## config.mk

```make
export PLATFORM = sky130hd
export DESIGN_NAME = conv_sched_flat
export DESIGN_NICKNAME = d
export VERILOG_FILES = /design/src/rtl/conv_pkg.sv /design/src/rtl/conv_sched_if.sv /design/src/rtl/conv_pos_cnt.sv /design/src/rtl/conv_sched.sv /design/src/flat_wrapper.sv
export SDC_FILE = /design/constraint.sdc
export NUM_CORES = 1
export LEC_CHECK = 0
export CAP_MARGIN = 10
export CORE_MARGIN = 2
export CORE_UTILIZATION = 49
export CTS_CLUSTER_DIAMETER = 200
export DETAILED_ROUTE_END_ITERATION = 6
export PLACE_DENSITY = 0.9
export SLEW_MARGIN = 15
export SYNTH_ARGS = -nofsm -noshare
export SYNTH_HDL_FRONTEND = slang
export SYNTH_SLANG_ARGS = --single-unit
```

## constraint.sdc

```tcl
create_clock -name clk -period 4.55 [get_ports clk]
set_input_delay 0.91 -clock clk [delete_from_list [all_inputs] [get_ports clk]]
set_output_delay 0.91 -clock clk [all_outputs]
set_load 0.01 [all_outputs]
```

## src/rtl/conv_pkg.sv

```systemverilog
// rtl/conv_pkg.sv - shared constants, state encodings and config type for the conv sequencer
package conv_pkg;

  localparam int BEAT_BYTES = 8;
  localparam int TAP_BEATS  = 2;
  localparam int N_WX       = 4;
  localparam int N_WY       = 4;
  localparam int ADDR_W     = 9;

  // One-hot-ish encodings so ostate can be decoded directly by software
  localparam logic [7:0] ST_IDLE   = 8'h00;
  localparam logic [7:0] ST_LD_KER = 8'h01;
  localparam logic [7:0] ST_LD_WIN = 8'h02;
  localparam logic [7:0] ST_MAC    = 8'h04;
  localparam logic [7:0] ST_WAIT   = 8'h08;
  localparam logic [7:0] ST_WRITE  = 8'h10;
  localparam logic [7:0] ST_DONE   = 8'h20;

  typedef struct packed {
    logic [1:0] ci;
    logic [1:0] co;
  } cfg_t;

  // Beats needed to load one plane for every input channel
  function automatic logic [3:0] beats_per_load(input logic [1:0] ci);
    logic [3:0] n_ch;
    n_ch = {2'b00, ci} + 4'd1;
    return 4'(n_ch * 4'(TAP_BEATS));
  endfunction

endpackage

```

## src/rtl/conv_sched_if.sv

```systemverilog
// rtl/conv_sched_if.sv - control, load, MAC and result handshake bundle of the conv sequencer
interface conv_sched_if;
  import conv_pkg::*;

  logic              start_conv;
  logic [1:0]        cfg_ci;
  logic [1:0]        cfg_co;
  logic              in_valid;
  logic              read_w;
  logic              read_I;
  logic              ker_we;
  logic              win_we;
  logic [ADDR_W-1:0] buf_addr;
  logic              mac_start;
  logic              mac_done;
  logic              write_o;
  logic              o_ready;
  logic [1:0]        o_co;
  logic [1:0]        o_wx;
  logic [1:0]        o_wy;
  logic              end_conv;
  logic              busy;
  logic [7:0]        ostate;

  // Sequencer side
  modport master (
    input  start_conv, cfg_ci, cfg_co, in_valid, mac_done, o_ready,
    output read_w, read_I, ker_we, win_we, buf_addr, mac_start,
           write_o, o_co, o_wx, o_wy, end_conv, busy, ostate
  );

  // Datapath / host side
  modport slave (
    output start_conv, cfg_ci, cfg_co, in_valid, mac_done, o_ready,
    input  read_w, read_I, ker_we, win_we, buf_addr, mac_start,
           write_o, o_co, o_wx, o_wy, end_conv, busy, ostate
  );

endinterface

```

## src/rtl/conv_pos_cnt.sv

```systemverilog
// rtl/conv_pos_cnt.sv - nested window x/y and output channel counter with last flags
module conv_pos_cnt
  import conv_pkg::*;
(
  input  logic       clk,
  input  logic       rst,
  input  logic       clr_i,
  input  logic       adv_i,
  input  logic [1:0] cfg_co_i,
  output logic [1:0] wx_o,
  output logic [1:0] wy_o,
  output logic [1:0] co_o,
  output logic       last_win_o,
  output logic       last_ch_o
);

  logic [1:0] wx_q, wx_d;
  logic [1:0] wy_q, wy_d;
  logic [1:0] co_q, co_d;

  assign last_win_o = (wx_q == 2'(N_WX - 1)) && (wy_q == 2'(N_WY - 1));
  assign last_ch_o  = (co_q == cfg_co_i);

  assign wx_o = wx_q;
  assign wy_o = wy_q;
  assign co_o = co_q;

  // Advance x first, carry into y, and into channel after the final window
  always_comb begin
    wx_d = wx_q;
    wy_d = wy_q;
    co_d = co_q;
    if (clr_i) begin
      wx_d = '0;
      wy_d = '0;
      co_d = '0;
    end else if (adv_i) begin
      if (wx_q == 2'(N_WX - 1)) begin
        wx_d = '0;
        if (wy_q == 2'(N_WY - 1)) begin
          wy_d = '0;
          if (!last_ch_o) co_d = co_q + 2'd1;
        end else begin
          wy_d = wy_q + 2'd1;
        end
      end else begin
        wx_d = wx_q + 2'd1;
      end
    end
  end

  // Counter registers
  always_ff @(posedge clk or posedge rst) begin
    if (rst) begin
      wx_q <= '0;
      wy_q <= '0;
      co_q <= '0;
    end else begin
      wx_q <= wx_d;
      wy_q <= wy_d;
      co_q <= co_d;
    end
  end

endmodule

```

## src/rtl/conv_sched.sv

```systemverilog
// rtl/conv_sched.sv - kernel/window load, MAC trigger and result hand-off sequencer
module conv_sched
  import conv_pkg::*;
(
  input  logic         clk,
  input  logic         rst,
  conv_sched_if.master bus
);

  logic [7:0] state_q, state_d;
  logic [3:0] beat_q, beat_d;
  cfg_t       cfg_q, cfg_d;

  logic       cnt_clr;
  logic       cnt_adv;
  logic [1:0] wx, wy, co;
  logic       last_win, last_ch;
  logic [3:0] nb;
  logic       last_beat;

  assign nb        = beats_per_load(cfg_q.ci);
  assign last_beat = (beat_q == nb - 4'd1);

  conv_pos_cnt u_pos (
    .clk        (clk),
    .rst        (rst),
    .clr_i      (cnt_clr),
    .adv_i      (cnt_adv),
    .cfg_co_i   (cfg_q.co),
    .wx_o       (wx),
    .wy_o       (wy),
    .co_o       (co),
    .last_win_o (last_win),
    .last_ch_o  (last_ch)
  );

  // Next-state, beat counter and config capture
  always_comb begin
    state_d = state_q;
    beat_d  = beat_q;
    cfg_d   = cfg_q;
    cnt_clr = 1'b0;
    cnt_adv = 1'b0;
    case (state_q)
      ST_IDLE: begin
        if (bus.start_conv) begin
          cfg_d.ci = bus.cfg_ci;
          cfg_d.co = bus.cfg_co;
          beat_d   = '0;
          cnt_clr  = 1'b1;
          state_d  = ST_LD_KER;
        end
      end
      ST_LD_KER: begin
        if (bus.in_valid) begin
          if (last_beat) begin
            beat_d  = '0;
            state_d = ST_LD_WIN;
          end else begin
            beat_d = beat_q + 4'd1;
          end
        end
      end
      ST_LD_WIN: begin
        if (bus.in_valid) begin
          if (last_beat) begin
            beat_d  = '0;
            state_d = ST_MAC;
          end else begin
            beat_d = beat_q + 4'd1;
          end
        end
      end
      ST_MAC: state_d = ST_WAIT;
      ST_WAIT: begin
        if (bus.mac_done) state_d = ST_WRITE;
      end
      ST_WRITE: begin
        if (bus.o_ready) begin
          cnt_adv = 1'b1;
          if (!last_win)     state_d = ST_LD_WIN;
          else if (!last_ch) state_d = ST_LD_KER;
          else               state_d = ST_DONE;
        end
      end
      ST_DONE: state_d = ST_IDLE;
      default: state_d = ST_IDLE;
    endcase
  end

  // State, beat and captured config registers
  always_ff @(posedge clk or posedge rst) begin
    if (rst) begin
      state_q <= ST_IDLE;
      beat_q  <= '0;
      cfg_q   <= '0;
    end else begin
      state_q <= state_d;
      beat_q  <= beat_d;
      cfg_q   <= cfg_d;
    end
  end

  // Strobes decode registered state only; the buffer write enables also qualify on in_valid
  assign bus.read_w    = (state_q == ST_LD_KER);
  assign bus.read_I    = (state_q == ST_LD_WIN);
  assign bus.ker_we    = (state_q == ST_LD_KER) && bus.in_valid;
  assign bus.win_we    = (state_q == ST_LD_WIN) && bus.in_valid;
  assign bus.buf_addr  = ADDR_W'(beat_q) * ADDR_W'(BEAT_BYTES);
  assign bus.mac_start = (state_q == ST_MAC);
  assign bus.write_o   = (state_q == ST_WRITE);
  assign bus.o_co      = co;
  assign bus.o_wx      = wx;
  assign bus.o_wy      = wy;
  assign bus.end_conv  = (state_q == ST_DONE);
  assign bus.busy      = (state_q != ST_IDLE);
  assign bus.ostate    = state_q;

endmodule

```

## src/flat_wrapper.sv

```systemverilog
// flat-port wrapper written by rule: the top's interface ports become plain ports
module conv_sched_flat import conv_pkg::*;
  (clk, rst, bus_start_conv, bus_cfg_ci, bus_cfg_co, bus_in_valid, bus_mac_done, bus_o_ready, bus_read_w, bus_read_I, bus_ker_we, bus_win_we, bus_buf_addr, bus_mac_start, bus_write_o, bus_o_co, bus_o_wx, bus_o_wy, bus_end_conv, bus_busy, bus_ostate);
  conv_sched_if bus_i ();
  input  logic clk;
  input  logic rst;
  input wire logic [$bits(bus_i.start_conv)-1:0] bus_start_conv;
  input wire logic [$bits(bus_i.cfg_ci)-1:0] bus_cfg_ci;
  input wire logic [$bits(bus_i.cfg_co)-1:0] bus_cfg_co;
  input wire logic [$bits(bus_i.in_valid)-1:0] bus_in_valid;
  input wire logic [$bits(bus_i.mac_done)-1:0] bus_mac_done;
  input wire logic [$bits(bus_i.o_ready)-1:0] bus_o_ready;
  output wire logic [$bits(bus_i.read_w)-1:0] bus_read_w;
  output wire logic [$bits(bus_i.read_I)-1:0] bus_read_I;
  output wire logic [$bits(bus_i.ker_we)-1:0] bus_ker_we;
  output wire logic [$bits(bus_i.win_we)-1:0] bus_win_we;
  output wire logic [$bits(bus_i.buf_addr)-1:0] bus_buf_addr;
  output wire logic [$bits(bus_i.mac_start)-1:0] bus_mac_start;
  output wire logic [$bits(bus_i.write_o)-1:0] bus_write_o;
  output wire logic [$bits(bus_i.o_co)-1:0] bus_o_co;
  output wire logic [$bits(bus_i.o_wx)-1:0] bus_o_wx;
  output wire logic [$bits(bus_i.o_wy)-1:0] bus_o_wy;
  output wire logic [$bits(bus_i.end_conv)-1:0] bus_end_conv;
  output wire logic [$bits(bus_i.busy)-1:0] bus_busy;
  output wire logic [$bits(bus_i.ostate)-1:0] bus_ostate;
  assign bus_i.start_conv = bus_start_conv;
  assign bus_i.cfg_ci = bus_cfg_ci;
  assign bus_i.cfg_co = bus_cfg_co;
  assign bus_i.in_valid = bus_in_valid;
  assign bus_i.mac_done = bus_mac_done;
  assign bus_i.o_ready = bus_o_ready;
  assign bus_read_w = bus_i.read_w;
  assign bus_read_I = bus_i.read_I;
  assign bus_ker_we = bus_i.ker_we;
  assign bus_win_we = bus_i.win_we;
  assign bus_buf_addr = bus_i.buf_addr;
  assign bus_mac_start = bus_i.mac_start;
  assign bus_write_o = bus_i.write_o;
  assign bus_o_co = bus_i.o_co;
  assign bus_o_wx = bus_i.o_wx;
  assign bus_o_wy = bus_i.o_wy;
  assign bus_end_conv = bus_i.end_conv;
  assign bus_busy = bus_i.busy;
  assign bus_ostate = bus_i.ostate;
  conv_sched u_core (.clk(clk), .rst(rst), .bus(bus_i));
endmodule
```

==> impl_results.md, run 1 <==
* Outcome: completed
* Total CTS buffers at 3
* Synth Flop Type: dfrtp_1
* Via-per-instance ratio at 5.44
* Worst hold path depth at 1
* Final HPWL DP at 2.10 mm
* Number of DRC markers in iteration 0 at 6
* WP buf/inv at 1
* Max clock buf depth at 2
* Cells after Synth at 122
* Flop2flop setup slack at 2.20 ns
* IO Port Bufs at 33
* Core box area at 2430 um2
* FMAX at 286 MHz
* Initial antenna violation count at 0
* Die footprint at 2930 um2
* Fin. max-slew vios at 0
* Hold crit path type: reg2reg
* CP Depth at 4
* RSZ-0062 raised after global routing: no
* CP max stage delay at 0.59 ns
* Htree depth at 1
* Metal-1 WL at 1.09 mm
* Antenna-violating nets left at 0
* Met2 wire length at 1.37 mm
* Worst vdd rail ir drop at 0.340 mV
* GR Overflow Total at 0
* Die Span Y at 54.1 um
* Worst-path maximum fanout at 7
* Initial Util at 0.506
* CTS Sinks at 20
* Root Driver: clkbuf_4
* Synthesized area at 1230 um2
* Overall Power at 0.878 mW
* Critical Path RT at 3.64 ns
* MaxCap Viol Count at 0
* Type of destination of the critical path: output port
* Worst reg-to-reg path cell count at 5
* Final setup fails at 0
* WHS Endpoint: u_core.cfg_q[1]
* Io pins at 41
* Fin Clk Skew at 0.00313 ns
* Post-route setup slack at 1.06 ns
* Gpl congestion at 0.767
* Period minus WS final at 3.49 ns
* Crit path cell chain: or4_4 -> nor3b_1 -> and2_1 -> clkdlybuf4s50_1
* Max_slew headroom at 0.491
* DRC at 0
* Number of global-route vias before repair at 982
* Critical Path Source Type: register
* # rows at 18
* Crit path max-delay family: simple AND/OR/NAND/NOR gates
* Critical setup path kind: reg2out
* Nets at 171
* Setup_tns at 0 ns
* Leakage at 0.722 nW
* Hold Startpoint: u_core.cfg_q[1]
* Slowest library cell on the worst path: or4_4
* CTS Hold Bufs at 0
* Largest net degree at the start of global routing at 21
* Yosys reg bits at 20
* Worst skew pair latency at 0.31 ns
* TritonCTS clock tree: yes
* Worst r2r dst: u_core.bus.ostate[1]
* Netlist cell types at 39
* Share of cells above drive strength 1 at 0.0968
* Horiz. Die Dim at 54.1 um
* Global-route wire length before repair at 4.41 mm
* Drt total wl at 2.63 mm
* Ant diodes at 0
* Final hold violation count at 0
* Pwr/cell area at 555 nW/um2
* Syn_area_per_cell at 10.1 um2
* CTS resizes at 0
* CTS clock-pin slew for the worst setup and hold paths at 0.11 ns
* DR top layer: met4
* Post-synth EDFFs at 0
* Area delta synth->final at 28.7%
* Worst R2R Start: u_core.bus.ostate[1]
* Sequential share of the synthesized area at 0.407
* Final Instance Count excl. Fillers at 185
* Routed len/inst at 14.2 um
* Placed instance count at 181
* Setup WS pre-CTS at 1.48 ns
* First drt pass iteration count at 4
* Minimum hold slack at 0.548 ns
* Warnings from Yosys at 0
* GRT Util Overall at 0.214
* Period utilisation layout at 0.768
* Tightest Pin Transition at 0.762 ns
* Vias at 1006
* Data arrival, critical path at 2.58 ns
* Async set-reset flop share out of synthesis at 1.00
* Post-CTS setup buffer count at 0
* Routed wire length on met3 at 123 um
==> layer usage <==
metal	global-route usage	up-vias
met5	0	-
met4	0.0875	0
met3	0.0472	5
met2	0.364	26
met1	0.261	484
li1	-	491
==> worst reg2reg max path, cell delays in order, from the launching register on <==
cell,delay (ns)
dfrtp_1,0.48
or4_4,0.59
or3_1,0.47
o22a_1,0.25
nand3_2,0.11
mux2_1,0.35
==> cells in the final DEF (no fill, tap or decap), types with 2 or more instances in the layout <==
| cell | instances |
|---|---|
| a21o_1 | 3 |
| a21oi_1 | 4 |
| a22o_1 | 2 |
| and2_1 | 2 |
| clkbuf_4 | 3 |
| clkdlybuf4s50_1 | 33 |
| conb_1 | 7 |
| dfrtp_1 | 20 |
| ha_1 | 5 |
| inv_1 | 6 |
| mux2_1 | 2 |
| mux2_2 | 4 |
| mux2i_1 | 3 |
| nand2_1 | 5 |
| nand3_1 | 2 |
| nor2_1 | 7 |
| nor2b_1 | 3 |
| nor3_1 | 9 |
| nor3b_1 | 3 |
| nor4_1 | 2 |
| o21ai_0 | 3 |
| or2_2 | 2 |
| or3_1 | 4 |
| xnor2_1 | 6 |
==> kinds of logic after synthesis <==
logic type,after synthesis,synth area share
xor gates and xnor gates,7,0.0498
adders and majority gates,5,0.0509
muxes,9,0.0793
AOI/OAI and AO/OA,20,0.121
buffers and inverters,16,0.0783
other,1,0.00305
DFF,20,0.407
and+or+nand+nor,44,0.211
==> synthesized netlist by cell type (2+ instances only) <==
| library cell | instances | area (um2) |
|---|---|---|
| ha_1 | 5 | 62.6 |
| o21ai_0 | 3 | 15.0 |
| buf_2 | 2 | 10.0 |
| mux2i_1 | 3 | 30.0 |
| nor4_1 | 2 | 12.5 |
| mux2_2 | 4 | 45.0 |
| a21oi_1 | 4 | 20.0 |
| dfrtp_1 | 20 | 500 |
| inv_1 | 6 | 22.5 |
| a21o_1 | 3 | 22.5 |
| buf_4 | 7 | 52.6 |
| or3_1 | 4 | 25.0 |
| nand2_1 | 5 | 18.8 |
| nor2_1 | 7 | 26.3 |
| nor2b_1 | 3 | 18.8 |
| nor3b_1 | 3 | 22.5 |
| mux2_1 | 2 | 22.5 |
| a22o_1 | 2 | 17.5 |
| xnor2_1 | 6 | 52.6 |
| nand3_1 | 2 | 10.0 |
| nor3_1 | 9 | 45.0 |
| and2_1 | 2 | 12.5 |
| or2_2 | 2 | 12.5 |
==> per-stage QoR <==
stage                     utilization  instance area [um2]
after floorplan                     -                 1250
after global placement          0.636                 1550
after detailed placement        0.636                 1550
after CTS                       0.651                 1580
after global routing            0.651                 1580
final                           0.651                 1580
==> power by group <==
| part | leakage, nW | switching (mW) | internal (mW) |
|---|---|---|---|
| clock network | 0.0210 | 0.0560 | 0.0489 |
| logic | 0.436 | 0.236 | 0.258 |
| registers | 0.265 | 0.0588 | 0.220 |
| total | 0.722 | 0.351 | 0.527 |
==> sequential cells by signal (all words and copies together) (netlist names) <==
| name | cells |
|---|---|
| u_core.beat_q | 4 |
| u_core.bus.ostate | 6 |
| u_core.cfg_q | 4 |
| u_core.u_pos.co_o | 2 |
| u_core.u_pos.wx_o | 2 |
| u_core.u_pos.wy_o | 2 |
==> worst max-delay path by stage <==
stage | to | startpoint
CTS | bus_ker_we | u_core.bus.ostate[1]
floorplan | bus_win_we | u_core.bus.ostate[3]
global placement | bus_ker_we | u_core.bus.ostate[1]
detailed placement | bus_win_we | u_core.bus.ostate[4]
global route | bus_ker_we | u_core.bus.ostate[1]
finish | bus_ker_we | u_core.bus.ostate[1]
==> cell type report <==
cell class | count | area (um2)
timing repair buffer | 33 | 330
fill | 205 | 850
tap | 30 | 37.5
sequential | 20 | 500
inverter | 6 | 22.5
multi-input combinational | 92 | 656
clock buffer | 4 | 36.3
Power figures use the tool's default switching activity.
==> inputs of run 2 (changes only) <==
CORE_UTILIZATION = 41   (was 49)
PLACE_DENSITY = 0.81   (was 0.9)
clock period = 2.9 ns   (was 4.55 ns; I/O delays follow)
==> impl_results.md, run 2 (same netlist as run 1, synthesis figures left out) <==
* Number of DRC markers in iteration 0 at 16
* Nets at 179
* DRC at 4
* Critical Path RT at 2.32 ns
* Pwr/cell area at 897 nW/um2
* Vias at 1033
* GR peak layer: met2
* Hold Startpoint: u_core.cfg_q[1]
* Global-route wire length before repair at 4.60 mm
* Routed len/inst at 13.8 um
* Filler cell count at 254
* Initial antenna violation count at 0
* # rows at 19
* GRT Util Overall at 0.176
* MaxCap Viol Count at 0
* First drt pass iteration count at 6
* Share of cells above drive strength 1 at 0.160
* Max_slew headroom at 0.486
* Hold crit path type: reg2reg
* Flop2flop setup slack at 0.68 ns
* Total CTS buffers at 3
* Worst r2r dst: u_core.bus.ostate[0]
* Root Driver: clkbuf_4
* Io pins at 41
* Slowest library cell on the worst path: or4_4
* Worst reg-to-reg path cell count at 6
* Ant diodes at 0
* Core box area at 2810 um2
* Data arrival, critical path at 2.24 ns
* Antenna-violating nets left at 0
* Worst hold path depth at 1
* Fin Clk Skew at 0.00628 ns
* Worst vdd rail ir drop at 0.406 mV
* Initial Util at 0.438
* Worst-path maximum fanout at 5
* Max reg flops at 6
* Period minus WS final at 2.82 ns
* Grt met3 use at 0.0396
* Final HPWL DP at 1.98 mm
* FMAX at 354 MHz
* Drt total wl at 2.68 mm
* Crit path launch: u_core.bus.ostate[1]
* Area delta synth->final at 36.7%
* GR Overflow Total at 0
* Max clock buf depth at 2
* Critical setup path kind: reg2out
* Htree depth at 1
* Largest net degree at the start of global routing at 21
* Most frequent cells in the layout: clkdlybuf4s50_1, dfrtp_1, nor3_1
* WP buf/inv at 1
* Die footprint at 3450 um2
* Period utilisation layout at 0.973
* Final setup fails at 0
* Via-per-instance ratio at 5.32
* TritonCTS clock tree: yes
* Gpl congestion at 0.818
* Worst skew pair latency at 0.31 ns
* Grt met2 use at 0.286
* CTS clock-pin slew for the worst setup and hold paths at 0.12 ns
* Outcome: finished, violations left
* Tightest Pin Transition at 0.770 ns
* WHS Endpoint: u_core.cfg_q[1]
* Die Span Y at 58.8 um
* Commonest non-fill, non-tap cell in the layout: clkdlybuf4s50_1
* IO Port Bufs at 33
* CTS Sinks at 20
* Type of destination of the critical path: output port
* Number of global-route vias before repair at 977
* Leakage at 0.808 nW
* Post-route setup slack at 0.0776 ns
* Crit path cell chain: or4_4 -> or3_4 -> clkdlybuf4s50_1
* Final hold violation count at 0
* Horiz. Die Dim at 58.8 um
* Setup WS pre-CTS at 0.205 ns
* CP max stage delay at 0.59 ns
* Worst R2R Start: u_core.bus.ostate[3]
* CTS Hold Bufs at 0
* Crit path max-delay family: simple AND/OR/NAND/NOR gates
* Violated checks: design-rule violations
* Setup_tns at 0 ns
* Critical Path Source Type: register
* Fin. max-slew vios at 0
* Met1 usage at 0.227
* RSZ-0062 raised after global routing: no
-- run 2: per-stage QoR --
step / cells / total power, mW / hold WS (ns) / util / cell area (um2)
finish: 194 / 1.51 / 0.549 / 0.599 / 1680
global route: 194 / 1.63 / 0.592 / 0.599 / 1680
CTS: 192 / 1.52 / 0.556 / 0.592 / 1660
detailed placement: 185 / 1.25 / 0.527 / 0.560 / 1570
global placement: 185 / 1.22 / 0.516 / 0.560 / 1570
floorplan: 128 / 0.992 / 0.502 / - / 1250
-- run 2: timing repair --
action / 4_1_cts / 5_1_grt
setup endpoints to repair: 4 / 3
pin swaps: 0 / 1
endpoints found under the hold margin: 0 / 0
buffers inserted: 3 / 2
resized for setup: 5 / 2
-- run 2: metal layers --
| layer | wire length (um) | share of wire | up-vias |
|---|---|---|---|
| met3 | 138 | 0.051 | 6 |
| met1 | 1230 | 0.46 | 485 |
| met4 | 44 | 0.016 | 0 |
| met2 | 1270 | 0.47 | 31 |
| li1 | - | - | 511 |
| met5 | 0 | 0 | - |
-- run 2: how the worst max path moves through the flow --
stage | to | cells past startpoint
2_1_floorplan | bus_win_we | 5
3_3_place_gp | bus_ker_we | 4
3_5_place_dp | bus_ker_we | 4
4_1_cts | bus_ker_we | 4
5_1_grt | bus_busy | 3
6_report | bus_busy | 3
-- run 2: area by class of cell --
cell class                      count  area [um2]  share of cell area
Multi-Input combinational cell     92         672               0.400
Sequential cell                    20         502               0.298
Timing Repair Buffer               41         394               0.234
Tap cell                           31        38.8              0.0231
Clock inverter                      1        30.0              0.0179
Clock buffer                        3        22.5              0.0134
Inverter                            6        22.5              0.0134
-- run 2: power by group --
group,leakage [nW],internal [mW],switching [mW]
logic,0.516,0.462,0.384
clock network,0.0279,0.140,0.0905
registers,0.264,0.346,0.0856
